==> src/rtl/mux_pkg.sv <==
// Shared definitions for the TDM scan multiplexer.
// Provides the mode encodings and a constant clog2 used to size channel indices.
// No ports; imported by tdm_scan_mux and scan_ctrl.
package mux_pkg;

  localparam logic MODE_MANUAL = 1'b0;
  localparam logic MODE_SCAN   = 1'b1;

  // Index width for n channels; at least 1 bit so a 1-wide select still exists.
  function automatic int clog2(input int n);
    int r;
    r = 1;
    for (int i = 1; i < 31; i++) begin
      if ((1 << i) < n) r = i + 1;
    end
    return r;
  endfunction

endpackage

==> src/rtl/tdm_scan_mux_scan_ctrl.sv <==
// Channel pointer for the TDM scan mux: follows sel in manual mode, round-robins in scan mode.
// Ports: mode/sel/dwell controls, per-channel valids and the output-load strobe in;
//        current channel index and a one-cycle wrap pulse out.
module scan_ctrl
  import mux_pkg::*;
#(
  parameter int N_CH    = 4,
  parameter int DWELL_W = 8,
  parameter int SEL_W   = clog2(N_CH)
) (
  input  logic               clk,
  input  logic               rst,
  input  logic               mode_i,
  input  logic [SEL_W-1:0]   sel_i,
  input  logic [DWELL_W-1:0] dwell_i,
  input  logic [N_CH-1:0]    in_valid_i,
  input  logic               load_i,
  output logic [SEL_W-1:0]   cur_ch_o,
  output logic               scan_wrap_o
);

  localparam logic [SEL_W-1:0] LAST_CH = SEL_W'(N_CH - 1);

  logic [SEL_W-1:0]   cur_ch_q,   cur_ch_d;
  logic [DWELL_W-1:0] beat_cnt_q, beat_cnt_d;
  logic               wrap_q,     wrap_d;
  logic               advance;

  // An empty channel is skipped immediately so it costs one idle cycle and no beats.
  // Using >= lets a mid-dwell reduction of dwell take effect on the next load.
  assign advance = (load_i && (beat_cnt_q >= dwell_i)) || !in_valid_i[cur_ch_q];

  always_comb begin
    cur_ch_d   = cur_ch_q;
    beat_cnt_d = beat_cnt_q;
    wrap_d     = 1'b0;
    if (mode_i == MODE_MANUAL) begin
      beat_cnt_d = '0;
      // Out-of-range selects are ignored rather than wrapped.
      if (int'(sel_i) < N_CH) cur_ch_d = sel_i;
    end else if (advance) begin
      beat_cnt_d = '0;
      if (cur_ch_q == LAST_CH) begin
        cur_ch_d = '0;
        wrap_d   = 1'b1;
      end else begin
        cur_ch_d = cur_ch_q + 1'b1;
      end
    end else if (load_i) begin
      beat_cnt_d = beat_cnt_q + 1'b1;
    end
  end

  always_ff @(posedge clk or posedge rst) begin
    if (rst) begin
      cur_ch_q   <= '0;
      beat_cnt_q <= '0;
      wrap_q     <= 1'b0;
    end else begin
      cur_ch_q   <= cur_ch_d;
      beat_cnt_q <= beat_cnt_d;
      wrap_q     <= wrap_d;
    end
  end

  assign cur_ch_o    = cur_ch_q;
  assign scan_wrap_o = wrap_q;

endmodule

==> src/rtl/tdm_scan_mux.sv <==
// N-channel W-bit multiplexer with a registered, valid/ready output; manual or scanning select.
// Ports: in_data/in_valid per channel, mode/sel/dwell controls; out_data/out_ch/out_valid with
//        out_ready backpressure (word held stable while stalled), scan_wrap pulse. Latency 1 cycle.
module tdm_scan_mux
  import mux_pkg::*;
#(
  parameter  int N_CH    = 4,
  parameter  int W       = 8,
  parameter  int DWELL_W = 8,
  localparam int SEL_W   = clog2(N_CH)
) (
  input  logic                clk,
  input  logic                rst,
  input  logic [N_CH*W-1:0]   in_data,
  input  logic [N_CH-1:0]     in_valid,
  input  logic                mode,
  input  logic [SEL_W-1:0]    sel,
  input  logic [DWELL_W-1:0]  dwell,
  output logic [W-1:0]        out_data,
  output logic [SEL_W-1:0]    out_ch,
  output logic                out_valid,
  input  logic                out_ready,
  output logic                scan_wrap
);

  logic [SEL_W-1:0] cur_ch;
  logic             load;
  logic [W-1:0]     out_data_q, out_data_d;
  logic [SEL_W-1:0] out_ch_q,   out_ch_d;
  logic             out_vld_q,  out_vld_d;

  // Accept a new word when the current channel has one and the register is free or draining.
  assign load = in_valid[cur_ch] && (!out_vld_q || out_ready);

  scan_ctrl #(
    .N_CH    (N_CH),
    .DWELL_W (DWELL_W),
    .SEL_W   (SEL_W)
  ) u_scan_ctrl (
    .clk         (clk),
    .rst         (rst),
    .mode_i      (mode),
    .sel_i       (sel),
    .dwell_i     (dwell),
    .in_valid_i  (in_valid),
    .load_i      (load),
    .cur_ch_o    (cur_ch),
    .scan_wrap_o (scan_wrap)
  );

  always_comb begin
    out_data_d = out_data_q;
    out_ch_d   = out_ch_q;
    out_vld_d  = out_vld_q;
    if (load) begin
      out_data_d = in_data[int'(cur_ch)*W +: W];
      out_ch_d   = cur_ch;
      out_vld_d  = 1'b1;
    end else if (out_ready) begin
      out_vld_d  = 1'b0;
    end
  end

  always_ff @(posedge clk or posedge rst) begin
    if (rst) begin
      out_data_q <= '0;
      out_ch_q   <= '0;
      out_vld_q  <= 1'b0;
    end else begin
      out_data_q <= out_data_d;
      out_ch_q   <= out_ch_d;
      out_vld_q  <= out_vld_d;
    end
  end

  assign out_data  = out_data_q;
  assign out_ch    = out_ch_q;
  assign out_valid = out_vld_q;

endmodule
==> config.mk <==
export PLATFORM = sky130hd
export DESIGN_NAME = tdm_scan_mux
export DESIGN_NICKNAME = d
export VERILOG_FILES = /design/src/rtl/mux_pkg.sv /design/src/rtl/tdm_scan_mux_scan_ctrl.sv /design/src/rtl/tdm_scan_mux.sv
export SDC_FILE = /design/constraint.sdc
export NUM_CORES = 1
export LEC_CHECK = 0
export ABC_CLOCK_PERIOD_IN_PS = 2700
export BUFFER_PORTS_ARGS = -buffer_cell sky130_fd_sc_hd__buf_2
export CORE_AREA = 2 2 60 62
export DETAILED_ROUTE_END_ITERATION = 6
export DIE_AREA = 0 0 62 64
export GPL_ROUTABILITY_DRIVEN = 0
export PLACE_DENSITY = 0.82
export SLEW_MARGIN = 5
export SYNTH_ARGS = -nofsm -noshare
export SYNTH_HDL_FRONTEND = slang
export SYNTH_HIERARCHICAL = 1
export SYNTH_SLANG_ARGS = --single-unit
==> constraint.sdc <==
create_clock -name clk -period 2.7 [get_ports clk]
set_input_delay 0.54 -clock clk [delete_from_list [all_inputs] [get_ports clk]]
set_output_delay 0.54 -clock clk [all_outputs]
set_load 0.005 [all_outputs]
Word-level counts from Yosys, hierarchy flattened
Cells that the tools add are included.

Flip-flop bits (word level): 22. Input bits: 50. Output and inout bits: 12. Logic and storage cells: 34.

Add/sub/neg operators: 2. $lt $le $gt $ge: 2. Equal/unequal tests: 3. Shift-type cells: 1. Muxes and demuxes: 13. Reductions and logical operators: 7.

Operator list (count): variable part select 32 x 6 -> 8 bit (1); two-way mux 8 bit (3); adder 8 x 1 -> 8 bit, second input constant (1); greater-or-equal comparator 8 bit (1); two-way mux 1 bit (6); two-way mux 2 bit (3); < comparator 2 x 3 -> 1 bit, second input constant (1); inequality test 3 x 1 -> 1 bit, second input constant (1); adder 2 x 1 -> 2 bit, second input constant (1); binary-select mux 1 bit (select 2 bit) (1); == test 2 bit, second input constant (1); logical AND 1 bit (2); logical NOT 1 bit (2); logical OR 1 bit (2); inequality test 2 x 1 -> 1 bit, second input constant (1); nonzero test 2 bit (1).

Logic depth before layout (Yosys ltp)
Word-level depth: 7. Depth in mapped cells: 11. Gate-level depth less buffers: 9.

Modules after synthesis
Netlist, hierarchy kept.

By module, submodules not included: scan_ctrl (times used 1, cells an instance 78, area an instance 803.3 um2, seq. area each 275.3 um2); tdm_scan_mux (times used 1, cells an instance 45, area an instance 705.7 um2, seq. area each 275.3 um2).

Worst setup path before layout
No wires, ideal clock.

Path kind: flip-flop to flip-flop. Start point: register u_scan_ctrl.cur_ch_q[1], in the netlist u_scan_ctrl/cur_ch_o[1]. End point: register u_scan_ctrl.cur_ch_q[0], in the netlist u_scan_ctrl/cur_ch_o[0]. Setup time: 0.126 ns. Data arrival time: 2.108 ns. Required time: 2.574 ns. Path slack: 0.466 ns. Cell stages (with the launch flop): 11. Buffers on the path: 2. Clock period less this slack: 2.234 ns. Cells stage by stage: dfrtp_1 > buf_6 > mux2i_1 > nor3_2 > a31oi_4 > inv_1 > buf_2 > o2111ai_1 > a2bb2oi_4 > nand2_2 > a221o_1.

Word-level cells in the longest chain between the ends: 6. Elaborated cells between the ends (all ways): 11. Those cells by class: eq/ne (2); mux (5); reduce/logical (4).

RTL lines: from (decl) (RTL line tdm_scan_mux_scan_ctrl.sv:24) `logic [SEL_W-1:0] cur_ch_q, cur_ch_d;`; from (signal assigned) (RTL line tdm_scan_mux_scan_ctrl.sv:60) `cur_ch_q <= cur_ch_d;`; binary-select mux 1 bit (select 2 bit) (RTL line tdm_scan_mux.sv:33) `assign load = in_valid[cur_ch] && (!out_vld_q || out_ready);`; two-way mux 1 bit (not written as such) (RTL line tdm_scan_mux.sv:33); logical AND 1 bit (RTL line tdm_scan_mux.sv:33); named net load (RTL line tdm_scan_mux.sv:27) `logic load;`; logical AND 1 bit (RTL line tdm_scan_mux_scan_ctrl.sv:31) `assign advance = (load_i && (beat_cnt_q >= dwell_i)) || !in_valid_i[cur_ch_q];`; logical OR 1 bit (RTL line tdm_scan_mux_scan_ctrl.sv:31); inequality test 2 x 1 -> 1 bit (no line).

The timed path passes the listed nets, and every way through them passes these cells. The select of a mux whose other input is x is not followed. A chain may end at the register's enable or synchronous reset.

Final worst setup path
Start point: register u_scan_ctrl.beat_cnt_q[0]. End point: register u_scan_ctrl.cur_ch_q[0], in the netlist u_scan_ctrl/cur_ch_o[0].

Word-level cells in the longest chain between the ends: 4.

RTL lines: from (decl) (RTL line tdm_scan_mux_scan_ctrl.sv:25) `logic [DWELL_W-1:0] beat_cnt_q, beat_cnt_d;`; from (signal assigned) (RTL line tdm_scan_mux_scan_ctrl.sv:61) `beat_cnt_q <= beat_cnt_d;`; greater-or-equal comparator 8 bit (RTL line tdm_scan_mux_scan_ctrl.sv:31); logical AND 1 bit (RTL line tdm_scan_mux_scan_ctrl.sv:31); logical OR 1 bit (RTL line tdm_scan_mux_scan_ctrl.sv:31); inequality test 2 x 1 -> 1 bit (no line).

Every way passes these cells.

==> qor.txt <==
==================================================================================
Type of the worst min-delay path                                      primary input to async pin
Clk pin slew, worst setup/hold paths                                       0.12 ns
FMAX                                                                     0.492 GHz
Clock sink count                                                                22
Clock latency reported for the late side of the worst-skew pair            0.30 ns
Final layout net count                                                         250
Hold Violations, Final                                                           0
Number of core rows                                                             21
Setup repair after global routing missed its margin                             no
Launching instance or port of the critical path                       u_scan_ctrl/beat_cnt_q[0]
Master cell of the clock root buffer                                  sky130_fd_sc_hd__clkbuf_4
Die height                                                                   64 um
Prevailing post-synth register cell                                   sky130_fd_sc_hd__dfrtp_1
Number of DRC violations after detailed routing                                  0
Number of setup violations in the final report                                   0
H-tree levels                                                                    1
Power per Cell Area                                                    599 mW/mm^2
Number of cells on the worst reg-to-reg path                                     7
Required time of the critical path                                         2.90 ns
Starting DRC count in detailed routing                                          29
Detailed-placement wirelength estimate                                     2420 um
Crit. End Element                                                        flip-flop
Worst clock skew                                                        0.00175 ns
Average via count per standard cell                                           5.04
Post-Route Hold Slack                                                     0.219 ns
Total of flip-flops plus latches after synthesis                                22
Share of the synthesized area in the top cell type                           36.5%
Synthesized netlist net count                                                  183
Crit Path Category                                                    flip-flop to flip-flop
Fraction of the cycle the final worst path needs                             75.3%
Clock tree from TritonCTS                                                    built
Post-synth top cells                                                  22 x sky130_fd_sc_hd__dfrtp_1, 14 x sky130_fd_sc_hd__inv_1, 11 x sky130_fd_sc_hd__mux2_2, 11 x sky130_fd_sc_hd__nor2_1, 10 x sky130_fd_sc_hd__ha_1
Antenna diode count                                                              0
Post-synthesis cell area                                              0.00151 mm^2
Element type at the critical path start                                  flip-flop
Arrival time of the worst setup path                                       2.23 ns
Initial Util                                                                 45.9%
Number of buffer cells added on primary ports                                   61
Distinct cell type count after synthesis                                        35
Post-layout instance area                                             0.00192 mm^2
Overflow left after global routing                                               0
Largest net degree at the start of global routing                               13
Synthesized area per cell                                                12.3 um^2
Number of maximum-capacitance violations                                         0
Number of buffers added to fix hold violations after cts                         0
DRT antenna net count                                                            0
Width of the die                                                             62 um
Post-CTS sizing                                                                  0
Max-Slew Margin vs Limit                                                     71.8%
Area of the die                                                       0.00397 mm^2
Number of detailed-routing iterations run before antenna repair                  4
Number of clock buffers inserted by TritonCTS                                    3
Outcome                                                                  completed
Maximum fanout along the worst path                                              5
Total wirelength of the detailed-routed design                             2940 um
Static Leak                                                            0.000980 uW
Fraction of final layout cells sized beyond drive strength 1                 47.6%
Number of antenna violations at the first check in global routing                0
Count of warnings emitted by yosys                                               6
Endpoint of the worst-slack reg-to-reg timing path                    u_scan_ctrl/cur_ch_o[0]
Critical path capture point                                           u_scan_ctrl/cur_ch_o[0]
Aggregate global-route resource usage                                        16.2%
Core area                                                             0.00328 mm^2
Slew Viols, Final                                                                0
EDFF count, synth                                                                0
Number of global-route vias before repair                                     1153
I/O pins                                                                        62
Signed area change from the synthesized netlist to the final layout          27.0%
VDD IR max                                                              0.000308 V
Fin crit period                                                            2.03 ns
Number of buffers between clock root and the deepest sink                        2
Cell count after synthesis                                                     123
Post-CTS setup repair buffer count                                               0
Area leader, netlist                                                  sky130_fd_sc_hd__dfrtp_1
WL/cell                                                                    12.5 um
Register-to-register setup slack                                           0.67 ns
Total number of vias                                                          1185
First-pass GRT wire length                                                 4840 um
Dominant cell by count in the synthesized netlist                     sky130_fd_sc_hd__dfrtp_1
Startpoint of the lowest-slack register-to-register path              u_scan_ctrl/beat_cnt_q[0]
Ys async rst share                                                            100%
Final total negative setup slack                                              0 ns
Transition at the pin with the smallest max-transition slack              0.423 ns
Sequential area share after synthesis                                        36.5%
Biggest area contributors in the synthesized netlist                  sky130_fd_sc_hd__dfrtp_1 36%, sky130_fd_sc_hd__mux4_1 14%, sky130_fd_sc_hd__ha_1 8.3%
Placement-stage cell area                                             0.00188 mm^2
==================================================================================
-- worst min path at each step --
stage	startpoint	endpoint	slack (ns)
4_1_cts	rst	out_ch[0]	0.23
2_1_floorplan	rst	out_ch[0]	0.39
3_5_place_dp	out_data[0]	out_data[0]	0.49
5_1_grt	rst	out_ch[0]	0.24
3_3_place_gp	out_data[6]	out_data[6]	0.48
6_report	rst	u_scan_ctrl/cur_ch_o[1]	0.22
-- sequential cells by signal, summed over array words and instances, names as in the netlist --
signal	flops
u_scan_ctrl/beat_cnt_q	8
u_scan_ctrl/cur_ch_o	2
out_ch	2
out_data	8
u_scan_ctrl/scan_wrap_o	1
out_valid	1
-- power by group --
part	internal (uW)	switching (uW)	total, uW
Sequential	420	61.7	482
Combinational	283	204	487
Clock	82.2	97.4	180
Total	786	363	1150
-- cell type report --
| type | instances | area (um^2) |
|---|---|---|
| Multi-Input combinational cell | 84 | 885 |
| Fill cell | 284 | 1370 |
| Sequential cell | 22 | 551 |
| Timing Repair Buffer | 65 | 335 |
| Clock buffer | 4 | 36.3 |
| Inverter | 14 | 52.6 |
| Tap cell | 46 | 57.6 |
-- cells by family after synthesis --
| family | share of synthesized area [%] |
|---|---|
| XOR/XNOR | 4.06 |
| flip-flops | 36.5 |
| AND/OR/NAND/NOR | 11.9 |
| AO/OA/AOI/OAI | 9.37 |
| multiplexers | 25.0 |
| adder cells (fa/ha/maj) | 8.29 |
| buffers and inverters | 4.89 |
-- placed cells by master, fill, tap and decap left out, types with 2 or more instances in the layout --
cell,synthesis,routed
sky130_fd_sc_hd__buf_2,2,61
sky130_fd_sc_hd__nand3_1,4,4
sky130_fd_sc_hd__dfrtp_1,22,22
sky130_fd_sc_hd__mux2_2,11,11
sky130_fd_sc_hd__buf_4,0,4
sky130_fd_sc_hd__clkbuf_4,0,3
sky130_fd_sc_hd__xor2_1,4,4
sky130_fd_sc_hd__mux2i_1,2,2
sky130_fd_sc_hd__nand2_1,5,5
sky130_fd_sc_hd__a221o_1,2,2
sky130_fd_sc_hd__nor2_1,11,11
sky130_fd_sc_hd__ha_1,10,10
sky130_fd_sc_hd__inv_1,14,14
sky130_fd_sc_hd__xnor2_1,3,3
sky130_fd_sc_hd__nand4_1,3,3
sky130_fd_sc_hd__o21ai_0,2,2
sky130_fd_sc_hd__mux4_1,8,8
-- per-stage QoR --
| stage | worst slack [ns] | power, uW | instances | utilization (%) |
|---|---|---|---|---|
| floorplan | 0.466 | 795 | 123 | - |
| global route | 0.530 | 1230 | 235 | 58.4 |
| global placement | 0.521 | 964 | 231 | 57.3 |
| detailed placement | 0.503 | 978 | 231 | 57.3 |
| CTS | 0.643 | 1160 | 235 | 58.4 |
| finish | 0.666 | 1150 | 235 | 58.4 |
-- worst max-delay path, cell delays in order (launching register included) --
cell and delay [ns]:
sky130_fd_sc_hd__dfrtp_1 0.45, sky130_fd_sc_hd__inv_1 0.06, sky130_fd_sc_hd__ha_1 0.27, sky130_fd_sc_hd__nand2b_4 0.15, sky130_fd_sc_hd__a2111oi_4 0.39, sky130_fd_sc_hd__a2bb2oi_4 0.25, sky130_fd_sc_hd__nand2_2 0.07, sky130_fd_sc_hd__a221o_1 0.29
-- routing by layer --
metal / up-vias / global-route usage [%] / wire length, um
met1: 546 / 20.8 / 1260
li1: 585 / - / -
met3: 2 / 2.63 / 208
met4: 0 / 4.79 / 15
met2: 52 / 27.3 / 1450
met5: - / 0 / 0
Power figures use the tool's default switching activity.
